===== src/rtl/spi_pkg.sv =====
// Shared constants for the SPI master peripheral: register map,
// bit positions, CPU access codes and engine states.
package spi_pkg;

    localparam int W_CPU      = 32;
    localparam int W_REG      = 5;
    localparam int W_SPI_CTRL = 2;
    localparam int W_CTRLREG  = 6;
    localparam int W_STATUS   = 7;

    localparam logic [W_SPI_CTRL-1:0] CT_IDLE = 2'd0;
    localparam logic [W_SPI_CTRL-1:0] MT      = 2'd1;
    localparam logic [W_SPI_CTRL-1:0] MF      = 2'd2;

    localparam logic [W_REG-1:0] A_CTRL   = 5'd0;
    localparam logic [W_REG-1:0] A_DIV    = 5'd1;
    localparam logic [W_REG-1:0] A_TXDATA = 5'd2;
    localparam logic [W_REG-1:0] A_RXDATA = 5'd3;
    localparam logic [W_REG-1:0] A_STATUS = 5'd4;

    localparam int C_EN   = 0;
    localparam int C_CPOL = 1;
    localparam int C_CPHA = 2;
    localparam int C_LSBF = 3;
    localparam int C_TXIE = 4;
    localparam int C_RXIE = 5;

    localparam int S_TXOVF = 5;
    localparam int S_RXOVF = 6;

    typedef enum logic [1:0] {
        ST_IDLE,
        ST_SETUP,
        ST_SHIFT,
        ST_HOLD
    } spi_state_e;

endpackage


===== src/rtl/spi_sync_fifo.sv =====
// Synchronous FIFO with an extra pointer bit for full/empty.
// Push on full and pop on empty are ignored.
module spi_sync_fifo #(
    parameter int WIDTH = 8,
    parameter int DEPTH = 4
) (
    input  logic             clk,
    input  logic             rst_n,
    input  logic             push_i,
    input  logic             pop_i,
    input  logic [WIDTH-1:0] wdata_i,
    output logic [WIDTH-1:0] rdata_o,
    output logic             full_o,
    output logic             empty_o
);

    localparam int AW = $clog2(DEPTH);

    logic [AW:0]      wptr_q, rptr_q;
    logic [WIDTH-1:0] mem_q [DEPTH];
    logic             do_push, do_pop;

    assign empty_o = (wptr_q == rptr_q);
    assign full_o  = (wptr_q[AW] != rptr_q[AW]) &&
                     (wptr_q[AW-1:0] == rptr_q[AW-1:0]);
    assign do_push = push_i && !full_o;
    assign do_pop  = pop_i && !empty_o;
    assign rdata_o = mem_q[rptr_q[AW-1:0]];

    always_ff @(posedge clk or negedge rst_n) begin
        if (!rst_n) begin
            wptr_q <= '0;
            rptr_q <= '0;
        end else begin
            if (do_push) wptr_q <= wptr_q + 1'b1;
            if (do_pop)  rptr_q <= rptr_q + 1'b1;
        end
    end

    always_ff @(posedge clk) begin
        if (do_push) mem_q[wptr_q[AW-1:0]] <= wdata_i;
    end

endmodule


===== src/rtl/spi_master_fifo_regfile.sv =====
// CPU-side SPI master: register file, TX/RX FIFOs, SCLK divider,
// frame engine FSM and shifters.
module spi_master_fifo_regfile
    import spi_pkg::*;
#(
    parameter int W_FRAME    = 8,
    parameter int FIFO_DEPTH = 4,
    parameter int W_DIV      = 8
) (
    input  logic                  clk,
    input  logic                  rst,
    input  logic [W_SPI_CTRL-1:0] ctrl,
    input  logic [W_REG-1:0]      addr,
    input  logic [W_CPU-1:0]      wd,
    output logic [W_CPU-1:0]      data_out,
    output logic                  spi_sclk,
    output logic                  spi_mosi,
    input  logic                  spi_miso,
    output logic                  spi_cs_n,
    output logic                  irq
);

    localparam int HPW = $clog2(2 * W_FRAME);
    localparam int BCW = $clog2(W_FRAME);
    localparam logic [HPW-1:0] HP_LAST = HPW'(2 * W_FRAME - 1);
    localparam logic [BCW-1:0] BC_LAST = BCW'(W_FRAME - 1);

    spi_state_e state_q, state_d;

    logic [W_CTRLREG-1:0] ctrl_q;
    logic [W_DIV-1:0]     div_q, div_l_q, cnt_q;
    logic [W_CPU-1:0]     data_out_q, rd_data;
    logic                 txovf_q, rxovf_q;
    logic [HPW-1:0]       hp_q;
    logic [BCW-1:0]       bit_q;
    logic [W_FRAME-1:0]   tx_sh_q, rx_sh_q, tx_shifted, rx_next;
    logic                 cpol_q, cpha_q, lsbf_q, sclk_q;
    logic                 miso_s1_q, miso_s2_q;
    logic [1:0]           samp_q;

    logic wr, rd, busy, load, tick, edge_evt, lead;
    logic shift_evt, samp_evt, w1c;
    logic tx_push, tx_full, tx_empty;
    logic rx_push, rx_pop, rx_full, rx_empty;
    logic [W_FRAME-1:0] tx_rdata, rx_rdata;
    logic [W_STATUS-1:0] status;
    logic unused_wd;

    assign wr   = (ctrl == MT);
    assign rd   = (ctrl == MF);
    assign busy = (state_q != ST_IDLE);
    assign w1c  = wr && (addr == A_STATUS);
    assign unused_wd = ^wd;

    assign tx_push = wr && (addr == A_TXDATA);
    assign rx_pop  = rd && (addr == A_RXDATA) && !rx_empty;
    assign status  = {rxovf_q, txovf_q, busy, rx_full,
                      rx_empty, tx_full, tx_empty};

    spi_sync_fifo #(.WIDTH(W_FRAME), .DEPTH(FIFO_DEPTH)) u_tx (
        .clk     (clk),
        .rst_n   (rst),
        .push_i  (tx_push),
        .pop_i   (load),
        .wdata_i (wd[W_FRAME-1:0]),
        .rdata_o (tx_rdata),
        .full_o  (tx_full),
        .empty_o (tx_empty)
    );

    spi_sync_fifo #(.WIDTH(W_FRAME), .DEPTH(FIFO_DEPTH)) u_rx (
        .clk     (clk),
        .rst_n   (rst),
        .push_i  (rx_push),
        .pop_i   (rx_pop),
        .wdata_i (rx_next),
        .rdata_o (rx_rdata),
        .full_o  (rx_full),
        .empty_o (rx_empty)
    );

    always_comb begin
        rd_data = '0;
        case (addr)
            A_CTRL:   rd_data = W_CPU'(ctrl_q);
            A_DIV:    rd_data = W_CPU'(div_q);
            A_RXDATA: rd_data = rx_empty ? '0 : W_CPU'(rx_rdata);
            A_STATUS: rd_data = W_CPU'(status);
            default:  rd_data = '0;
        endcase
    end

    always_ff @(posedge clk or negedge rst) begin
        if (!rst) begin
            ctrl_q     <= '0;
            div_q      <= '0;
            txovf_q    <= 1'b0;
            rxovf_q    <= 1'b0;
            data_out_q <= '0;
        end else begin
            if (wr && addr == A_CTRL) ctrl_q <= wd[W_CTRLREG-1:0];
            if (wr && addr == A_DIV)  div_q  <= wd[W_DIV-1:0];
            txovf_q <= (tx_push && tx_full) ||
                       (txovf_q && !(w1c && wd[S_TXOVF]));
            rxovf_q <= (rx_push && rx_full) ||
                       (rxovf_q && !(w1c && wd[S_RXOVF]));
            if (rd) data_out_q <= rd_data;
        end
    end

    always_comb begin
        state_d  = state_q;
        load     = 1'b0;
        edge_evt = 1'b0;
        tick     = (cnt_q == div_l_q);
        unique case (state_q)
            ST_IDLE: begin
                if (ctrl_q[C_EN] && !tx_empty) begin
                    load    = 1'b1;
                    state_d = ST_SETUP;
                end
            end
            ST_SETUP: begin
                if (tick) state_d = ST_SHIFT;
            end
            ST_SHIFT: begin
                if (tick) begin
                    edge_evt = 1'b1;
                    if (hp_q == HP_LAST) state_d = ST_HOLD;
                end
            end
            ST_HOLD: begin
                if (tick) begin
                    if (ctrl_q[C_EN] && !tx_empty) begin
                        load    = 1'b1;
                        state_d = ST_SETUP;
                    end else begin
                        state_d = ST_IDLE;
                    end
                end
            end
            default: state_d = ST_IDLE;
        endcase
    end

    // The first bit is already on MOSI from SETUP, so CPHA=1 skips the
    // shift on the very first leading edge.
    assign lead      = !hp_q[0];
    assign shift_evt = edge_evt &&
                       (cpha_q ? (lead && hp_q != '0) : !lead);
    assign samp_evt  = edge_evt && (cpha_q ? !lead : lead);

    assign tx_shifted = lsbf_q ? {1'b0, tx_sh_q[W_FRAME-1:1]}
                               : {tx_sh_q[W_FRAME-2:0], 1'b0};
    assign rx_next    = lsbf_q ? {miso_s2_q, rx_sh_q[W_FRAME-1:1]}
                               : {rx_sh_q[W_FRAME-2:0], miso_s2_q};

    // Capture two clocks after the SCLK sample edge to cancel the
    // MISO synchroniser latency.
    assign rx_push = samp_q[1] && (bit_q == BC_LAST);

    always_ff @(posedge clk or negedge rst) begin
        if (!rst) begin
            state_q   <= ST_IDLE;
            cnt_q     <= '0;
            div_l_q   <= '0;
            hp_q      <= '0;
            bit_q     <= '0;
            tx_sh_q   <= '0;
            rx_sh_q   <= '0;
            cpol_q    <= 1'b0;
            cpha_q    <= 1'b0;
            lsbf_q    <= 1'b0;
            sclk_q    <= 1'b0;
            miso_s1_q <= 1'b0;
            miso_s2_q <= 1'b0;
            samp_q    <= '0;
        end else begin
            state_q   <= state_d;
            miso_s1_q <= spi_miso;
            miso_s2_q <= miso_s1_q;
            samp_q    <= {samp_q[0], samp_evt};
            if (samp_q[1]) begin
                rx_sh_q <= rx_next;
                bit_q   <= (bit_q == BC_LAST) ? '0 : bit_q + 1'b1;
            end
            if (load) begin
                tx_sh_q <= tx_rdata;
                cpol_q  <= ctrl_q[C_CPOL];
                cpha_q  <= ctrl_q[C_CPHA];
                lsbf_q  <= ctrl_q[C_LSBF];
                div_l_q <= div_q;
                sclk_q  <= ctrl_q[C_CPOL];
                cnt_q   <= '0;
            end else if (busy) begin
                cnt_q <= tick ? '0 : cnt_q + 1'b1;
                if (state_q == ST_SETUP && tick) hp_q <= '0;
                if (edge_evt) begin
                    sclk_q <= !sclk_q;
                    hp_q   <= hp_q + 1'b1;
                end
                if (shift_evt) tx_sh_q <= tx_shifted;
            end
        end
    end

    assign data_out = data_out_q;
    assign spi_cs_n = !busy;
    assign spi_sclk = busy ? sclk_q : ctrl_q[C_CPOL];
    assign spi_mosi = busy && (lsbf_q ? tx_sh_q[0]
                                      : tx_sh_q[W_FRAME-1]);
    assign irq = (!rx_empty && ctrl_q[C_RXIE]) ||
                 (tx_empty && ctrl_q[C_TXIE]);

endmodule


===== config.mk =====
export PLATFORM = sky130hd
export DESIGN_NAME = spi_master_fifo_regfile
export DESIGN_NICKNAME = d
export VERILOG_FILES = /design/src/rtl/spi_pkg.sv /design/src/rtl/spi_sync_fifo.sv /design/src/rtl/spi_master_fifo_regfile.sv
export SDC_FILE = /design/constraint.sdc
export NUM_CORES = 1
export LEC_CHECK = 0
export CAP_MARGIN = 5
export CORE_ASPECT_RATIO = 1.75
export CORE_MARGIN = 1
export CORE_UTILIZATION = 56
export DETAILED_ROUTE_END_ITERATION = 12
export PLACE_DENSITY = 0.79
export SLEW_MARGIN = 20
export SYNTH_ARGS = -nofsm -noshare
export SYNTH_HDL_FRONTEND = slang
export SYNTH_SLANG_ARGS = --single-unit

===== constraint.sdc =====
create_clock -name clk -period 2.4 [get_ports clk]
set_input_delay 0.48 -clock clk [delete_from_list [all_inputs] [get_ports clk]]
set_output_delay 0.48 -clock clk [all_outputs]
set_load 0.005 [all_outputs]

======== Word-level counts from Yosys, hierarchy flattened ========
Memories as Yosys holds them, arrays and structs flattened.
Cells that the tools add are included.
word-level totals
  logic and storage cells ................. 142
  memory bits (writable) .................. 64
  memories ................................ 2
  output and inout bits ................... 36
  input port bits ......................... 42
  register bits ........................... 108
operators by class
  reduce and logical (&&, ||, !) cells .... 51
  eq/ne operators ......................... 23
  bitwise logic cells ..................... 1
  multiplexer cells ....................... 36
  add/subtract/negate cells ............... 7
memories
  memory      depth  bits a word  read ports  clocked after memory_dff  wr ports  RTL line             source
  u_rx.mem_q  4      8            1           0                         1         spi_sync_fifo.sv:20  logic [WIDTH-1:0] mem_q [DEPTH];
  u_tx.mem_q  4      8            1           0                         1         spi_sync_fifo.sv:20
operators by type and width
  cell                   count
  $mux W8                9
  $pmux W8 S4            1
  $logic_and A1 B1 Y1    27
  $mux W1                16
  $add A3 B1 Y3 const B  5
  $eq A5 B2 Y1 const B   2
  $mux W2                5
  $ne A2 B2 Y1 const B   5
  $reduce_bool A2 Y1     5
  $logic_not A1 Y1       9
  $add A8 B1 Y8 const B  1
  $eq A8 B8 Y1           1
  $mux W4                2
  $pmux W2 S4            1
  $eq A2 B2 Y1 const B   3
  $eq A3 B3 Y1           2
  $eq A5 B1 Y1 const B   1
  $eq A5 B3 Y1 const B   1
  $logic_not A5 Y1       1
  $reduce_and A5 Y1      1
  $add A4 B1 Y4 const B  1
  $eq A2 B1 Y1 const B   2
  $eq A2 B2 Y1           2
  $eq A4 B4 Y1 const B   1
  other kinds (10)       14

======== Logic depth before layout (Yosys ltp) ========
Gate-level depths: netlist of run 1.
  word-level depth ........................ 8
  depth in mapped cells ................... 7
  mapped depth without buffers ............ 7

======== By module ========
Synthesis of run 1 repeated with hierarchy kept, for this count alone.
second synthesis, totals
  cell total of the unflattened synthesis .. 520
  area, all modules ....................... 7,135.6 µm²
by module, submodules not included
  module                   area each (µm²)  cells each  times used  sequential area each (µm²)
  spi_master_fifo_regfile  3,846.2          340         1           1,801.7
  spi_sync_fifo (u_tx)     1,660.3          90          1           1,111.1
  spi_sync_fifo (u_rx)     1,629.1          90          1           1,111.1

======== Worst setup path before layout of run 1 ========
Ideal clock, no wire load.
  path kind ............................... in2reg
  start point ............................. in addr[3]
  end point ............................... mem u_tx.mem_q[3][0] (enable)
  setup slack ............................. 118 ps
  path buffers ............................ 0
  library setup time ...................... 339 ps
  arrival time ............................ 1,943 ps
  required time ........................... 2,061 ps
  stages on the path ...................... 4
  cells stage by stage .................... or3_1 -> or4_1 -> a21oi_2 -> and2_1
on the way
  cells in the longest elaborated chain, start to end .. 5
ends and longest elaborated chain
  item                           RTL line                       source
  start: declaration             spi_master_fifo_regfile.sv:13  input logic [W_REG-1:0] addr,
  $eq A5 B2 Y1                   spi_master_fifo_regfile.sv:55  assign tx_push = wr && (addr == A_TXDATA);
  $logic_and A1 B1 Y1            spi_master_fifo_regfile.sv:55
  $logic_and A1 B1 Y1            spi_sync_fifo.sv:26            assign do_push = push_i && !full_o;
  $mux W1                        spi_sync_fifo.sv:41            if (do_push) mem_q[wptr_q[AW-1:0]] <= wdata_i;
  $mux W1 (implied by the code)  spi_sync_fifo.sv:41
  end: declaration               spi_sync_fifo.sv:20
No other way between the ends.

======== Worst setup path in the final report of run 1 ========
  start point ............................. reg u_rx.rptr_q[0]
  end point ............................... out irq
on the way
  cells in the longest elaborated chain, start to end .. 4
ends and longest elaborated chain
  item                      RTL line                        source
  start: declaration        spi_sync_fifo.sv:19             logic [AW:0] wptr_q, rptr_q;
  start signal: assignment  spi_sync_fifo.sv:36             if (do_pop) rptr_q <= rptr_q + 1'b1;
  $eq A3 B3 Y1              spi_sync_fifo.sv:23             assign empty_o = (wptr_q == rptr_q);
  $logic_not A1 Y1          spi_master_fifo_regfile.sv:212  assign irq = (!rx_empty && ctrl_q[C_RXIE]) ||
  $logic_and A1 B1 Y1       spi_master_fifo_regfile.sv:212
  $logic_or A1 B1 Y1        spi_master_fifo_regfile.sv:212
  end: declaration          spi_master_fifo_regfile.sv:20   output logic irq
No other way between the ends.

==> impl_metrics.toml, run 1 <==
[run_status]
run_status = "completed"

[sta]
worst_pin_slew_ns = 0.547
max_slew_margin = 0.636
final-setup-viol-count = 0
fin_crit_sh = 0.979
layout_setup_ws_ns = 0.0509
timing.fmax_ghz = 0.426
post-route-min-period_ns = 2.35
skew_ns = 0.00981
slew_viol_final = 0
rsz0062_at_grt = "yes"
whs_ns = 0.0127
timing.setup.tns_ns = 0
final_hold_viol_count = 0

[placed_design]
dp.cells = 707
placed_area_sq_um = 7580
gp_congestion = 0.884
port_buffers = 29
dp_hpwl_mm = 10.6
place_ws_ns = -0.446

[clock_tree]
htreeDepth = 4
path_clk_slew_ns = 0.06
clockRootBuffer = "clkbuf_16"
cts.path.max_buffers = 2
cts_sinks = 148
insertion_delay_ns = 0.43
cts_buffers = 17
cts_tree = "yes"

[layout]
layout_common_cells = "dfrtp_1 (84), mux2_2 (67), edfxtp_1 (64)"
fillerInstances = 840
diodes = 0
drive_gt1_frac = 0.300
final_area_sq_um = 8270
fin_nets = 633
multiInputGateArea_sq_um = 2750
ff_latch_area_sq_um = 4020
final_common_cell = "dfrtp_1"
layout.cells.non_filler = 749
area_growth_pct = 18.9

[synth]
avgSynthCellArea_sq_um = 14.0
synthFlopType = "dfrtp_1"
synth_area_sq_um = 6950
synth_top_cell_by_area = "dfrtp_1"
yosys_warnings = 0
synth-seq-area-share = 0.579
ys_async_sr_fraction = 0.568
ys_seq_elements = 148
netlist-cell-type-count = 55
synth_cells = 496
synth_edf_count = 64
yosys-top-cells-area = "dfrtp_1 (30%), edfxtp_1 (28%), mux2_2 (11%)"
synth.top_cell.area_share = 0.302

[detailed_routing]
drc = 0
drtAntennaViolNets = 0
drt-pass1-iter-count = 4
finalWirelength_mm = 14.6
wl_per_cell_um = 19.5
drt_iter0_drc = 201
num_vias = 4298
viasPerCell = 5.74

[critical_path]
reg2reg_to = "tx_sh_q[4]"
rr_startpoint = "cnt_q[4]"
cp.required_ns = 1.92
reg2reg_depth = 5
startpoint_type = "flip-flop"
critPathMaxFanout = 2
regToRegSetupSlack_ns = 0.08
critPathArrivalTime_ns = 1.87
path_class = "reg -> out"
end_kind = "output port"

[die]
fp-row-count = 53
die_w_um = 86.2
die_h_um = 149
start_util = 0.576
dieArea_sq_um = 12900
ioPinCount = 78
core_sq_um = 12100

[power_and_ir_drop]
switching_power_mw = 2.79
internal_power_mw = 6.04
clockPowerShare = 0.288
powerDensity_nw_per_um2 = 1070
leakage_nw = 3.48
seqPwrFrac = 0.388
peakVddDrop_mv = 0.787
comb_power_share = 0.323
switching_share = 0.316

[global_route]
antenna_found_initial = 0
track_usage = 0.250
grt_max_degree = 50
grt_pass1_wl_mm = 23.4
grt_pass1_vias = 4472
overflow = 0

[min_path]
hold_path.class = "in -> async"

[run]
maxCapViolCount = 0
==> power groups by stage <==
| stage | sequential [mW] | combinational (mW) | clock (mW) |
|---|---|---|---|
| after floorplan | 3.37 | 1.98 | 0 |
| after global placement | 3.45 | 2.57 | 0 |
| after detailed placement | 3.48 | 2.70 | 0 |
| final | 3.43 | 2.85 | 2.55 |
| after CTS | 3.43 | 2.81 | 2.56 |
| after global routing | 3.48 | 3.13 | 2.66 |
==> stage by stage <==
| step | power (mW) | util |
|---|---|---|
| after floorplan | 5.35 | - |
| after global placement | 6.02 | 0.628 |
| after detailed placement | 6.18 | 0.628 |
| after CTS | 8.80 | 0.681 |
| after global routing | 9.27 | 0.685 |
| final | 8.83 | 0.685 |
==> worst max-delay path by stage <==
stage	slack, ns	depth (start not counted)	startpoint	end
final	0.05	4	u_rx.rptr_q[0]	irq
after CTS	0.01	4	state_q[1]	spi_sclk
after global routing	-0.01	5	cnt_q[4]	tx_sh_q[3]
after detailed placement	-0.45	6	addr[3]	u_tx.mem_q[0][2]
after floorplan	0.12	4	addr[3]	u_tx.mem_q[3][0]
after global placement	-0.36	6	addr[3]	u_tx.mem_q[3][1]
==> synthesized netlist by cell type (6+ instances only) <==
cell	n
dfrtp_1	84
mux2_2	67
edfxtp_1	64
nand2_1	27
buf_4	25
nor2_1	23
ha_1	20
xor2_1	17
inv_1	16
mux4_2	16
o21ai_0	12
and2_1	11
clkbuf_1	8
a221oi_1	7
a31oi_1	6
xnor2_1	6
==> registers in the layout, summed over array words and instances, names as in the netlist, 2 cells and up <==
signal / count
samp_q: 2
u_tx.mem_q: 32
u_rx.rptr_q: 3
ctrl_q: 6
u_rx.mem_q: 32
u_tx.wptr_q: 3
rx_sh_q: 8
u_tx.rptr_q: 3
u_rx.wptr_q: 3
div_l_q: 8
tx_sh_q: 8
hp_q: 4
state_q: 2
bit_q: 3
cnt_q: 8
div_q: 8
data_out: 8
==> kinds of logic after synthesis <==
kind of cell    synth area share
simple gates              0.0803
fa+ha+maj                 0.0360
other cells             0.000539
xor+xnor                  0.0290
compound gates            0.0639
flops                      0.579
mux                        0.168
buf+inv                   0.0441
==> per-layer routing <==
layer / global-route usage / share of wire / up-vias
li1: - / - / 1943
met5: 0 / 0 / -
met1: 0.245 / 0.34 / 2178
met3: 0.0542 / 0.038 / 36
met2: 0.492 / 0.60 / 141
met4: 0.0983 / 0.031 / 0
==> critical path, cell delays in order (launching register included) <==
cell and delay, ns:
dfrtp_1 0.41, xor2_2 0.18, or3_4 0.39, a22o_1 0.20, dlygate4sd2_1 0.26
==> final cells by class <==
cell class                 instances  share of cell area
clock buffer                      20              0.0528
sequential                       148               0.487
tap                              165              0.0250
timing repair buffer              72              0.0797
multi-input combinational        316               0.333
clock inverter                    12              0.0162
inverter                          16             0.00726
==> what timing repair did <==
| item | 4_1_cts | 5_1_grt |
|---|---|---|
| pin swaps | 1 | 1 |
| hold buffers | 0 | 0 |
| setup buffers | 7 | 3 |
| endpoints found under the setup margin | 24 | 30 |
| gates resized for setup | 6 | 4 |
Power figures use the tool's default switching activity.
==> run 2: changes to the inputs <==
Settings changed: REMOVE_ABC_BUFFERS set to 1, SETUP_SLACK_MARGIN set to 0.3, SKIP_CTS_REPAIR_TIMING set to 1.
==> run 2 against run 1 <==
Clock power grew 4%. Worst setup slack gained 0.081 ns. Critical path depth is the same. Power grew 8.5%. Sequential share of layout area shrank 2.0 points. Combinational power grew 21%. First-iteration DRC count grew 53%. Utilization grew 3.1 points. Flip-flop and latch count is the same. Via count grew 3.6%. Sequential power grew 1%. Critical path type unchanged.
==> impl_metrics.toml, run 2 (synthesized netlist as in run 1, its figures left out) <==
[power_and_ir_drop]
leakage_nw = 3.72
powerDensity_nw_per_um2 = 1110
peakVddDrop_mv = 0.755

[die]
core_sq_um = 12100
ioPinCount = 78
dieArea_sq_um = 12900
die_h_um = 149
start_util = 0.576
die_w_um = 86.2
fp-row-count = 53

[critical_path]
end_kind = "output port"
path_class = "reg -> out"
startpoint_type = "flip-flop"
slowest_delay_ns = 0.41
rr_startpoint = "u_tx.wptr_q[2]"
critPathArrivalTime_ns = 1.79
critPathMaxFanout = 3
reg2reg_depth = 8
reg2reg_to = "tx_sh_q[2]"
slowest_stage = "dfrtp_1"
cp.required_ns = 1.92
regToRegSetupSlack_ns = 0.19
worstPathCellList = "xor2_2 > or3_4 > a22o_1 > clkbuf_2"

[detailed_routing]
drt_iter0_drc = 308
drt-pass1-iter-count = 5
num_vias = 4451
drc = 0
drtAntennaViolNets = 0
wl_per_cell_um = 19.9
viasPerCell = 5.70
finalWirelength_mm = 15.6

[min_path]
hold_end = "miso_s2_q"
min_path_cells = 0
hold_path.class = "reg -> reg"
hp-start = "miso_s1_q"

[sta]
rsz0062_at_grt = "yes"
timing.setup.tns_ns = 0
final-setup-viol-count = 0
worst_pin_slew_ns = 0.645
fin_crit_sh = 0.945
max_slew_margin = 0.566
timing.fmax_ghz = 0.441
final_hold_viol_count = 0
skew_ns = 0.00749
post-route-min-period_ns = 2.27
layout_setup_ws_ns = 0.132
slew_viol_final = 0

[placed_design]
port_buffers = 29
dp_hpwl_mm = 10.3
gp_congestion = 0.854
place_ws_ns = -0.338
placed_area_sq_um = 7620

[layout]
utilization = 0.716
diodes = 0
layout_common_cells = "dfrtp_1 (80), buf_4 (66), mux2_2 (65)"
area_growth_pct = 24.3
final_common_cell = "dfrtp_1"
fin_nets = 665
drive_gt1_frac = 0.356
final_area_sq_um = 8640

[global_route]
grt_max_degree = 44
grt_pass1_vias = 4405
track_usage = 0.244
antenna_found_initial = 0
overflow = 0
grt_pass1_wl_mm = 22.9

[run]
maxCapViolCount = 0

[clock_tree]
htreeDepth = 4
clockRootBuffer = "clkbuf_16"
cts_tree = "yes"
insertion_delay_ns = 0.42
cts_buffers = 17
path_clk_slew_ns = 0.06
cts.path.max_buffers = 2
cts_sinks = 148

[run_status]
run_status = "completed"
run 2: area by class of cell:
cell class,count,area [sq um]
sequential,148,4030
fill,768,3430
multi-input combinational,318,2870
timing repair buffer,102,888
clock buffer,22,454
tap,165,206
clock inverter,10,133
inverter,16,60.1
run 2: layer usage:
layer  part of all wire  GRT usage  vias to the layer above
li1                   -          -                     2005
met1               0.35      0.259                     2285
met2               0.59      0.458                      133
met3              0.034     0.0498                       28
met4              0.023      0.105                        0
met5                  0          0                        -
run 2: worst max path at each step:
stage / startpoint / endpoint / slack (ns) / cells after the start
after detailed placement: addr[3] / u_tx.mem_q[3][6] / -0.34 / 6
after CTS: state_q[0] / spi_sclk / -0.25 / 4
final: u_rx.rptr_q[0] / irq / 0.13 / 4
after floorplan: u_tx.rptr_q[0] / cpha_q / -0.10 / 5
after global placement: addr[3] / u_tx.mem_q[0][6] / -0.33 / 6
after global routing: u_rx.rptr_q[0] / irq / 0.10 / 4
run 2: report_power, final:
part,internal (mW),switching (mW)
Clock,1.65,0.999
Combinational,1.76,1.70
Sequential,3.12,0.354
Total,6.53,3.05
run 2: critical path: cells and delay by family, from the launching register on:
kind | cells | cell delay (ns)
AOI/OAI and AO/OA | 1 | 0.23
xor gates and xnor gates | 1 | 0.20
and+or+nand+nor | 1 | 0.41
buffers and inverters | 1 | 0.12
DFF | 1 | 0.41
run 2: through the flow:
| step | hold WS [ns] | power, mW | std cells |
|---|---|---|---|
| 6_report | 0.349 | 9.58 | 781 |
| 5_1_grt | 0.352 | 9.97 | 781 |
| 4_1_cts | -0.0361 | 8.88 | 746 |
| 3_5_place_dp | 0.338 | 6.23 | 714 |
| 3_3_place_gp | 0.334 | 6.08 | 714 |
| 2_1_floorplan | 0.184 | 5.28 | 480 |
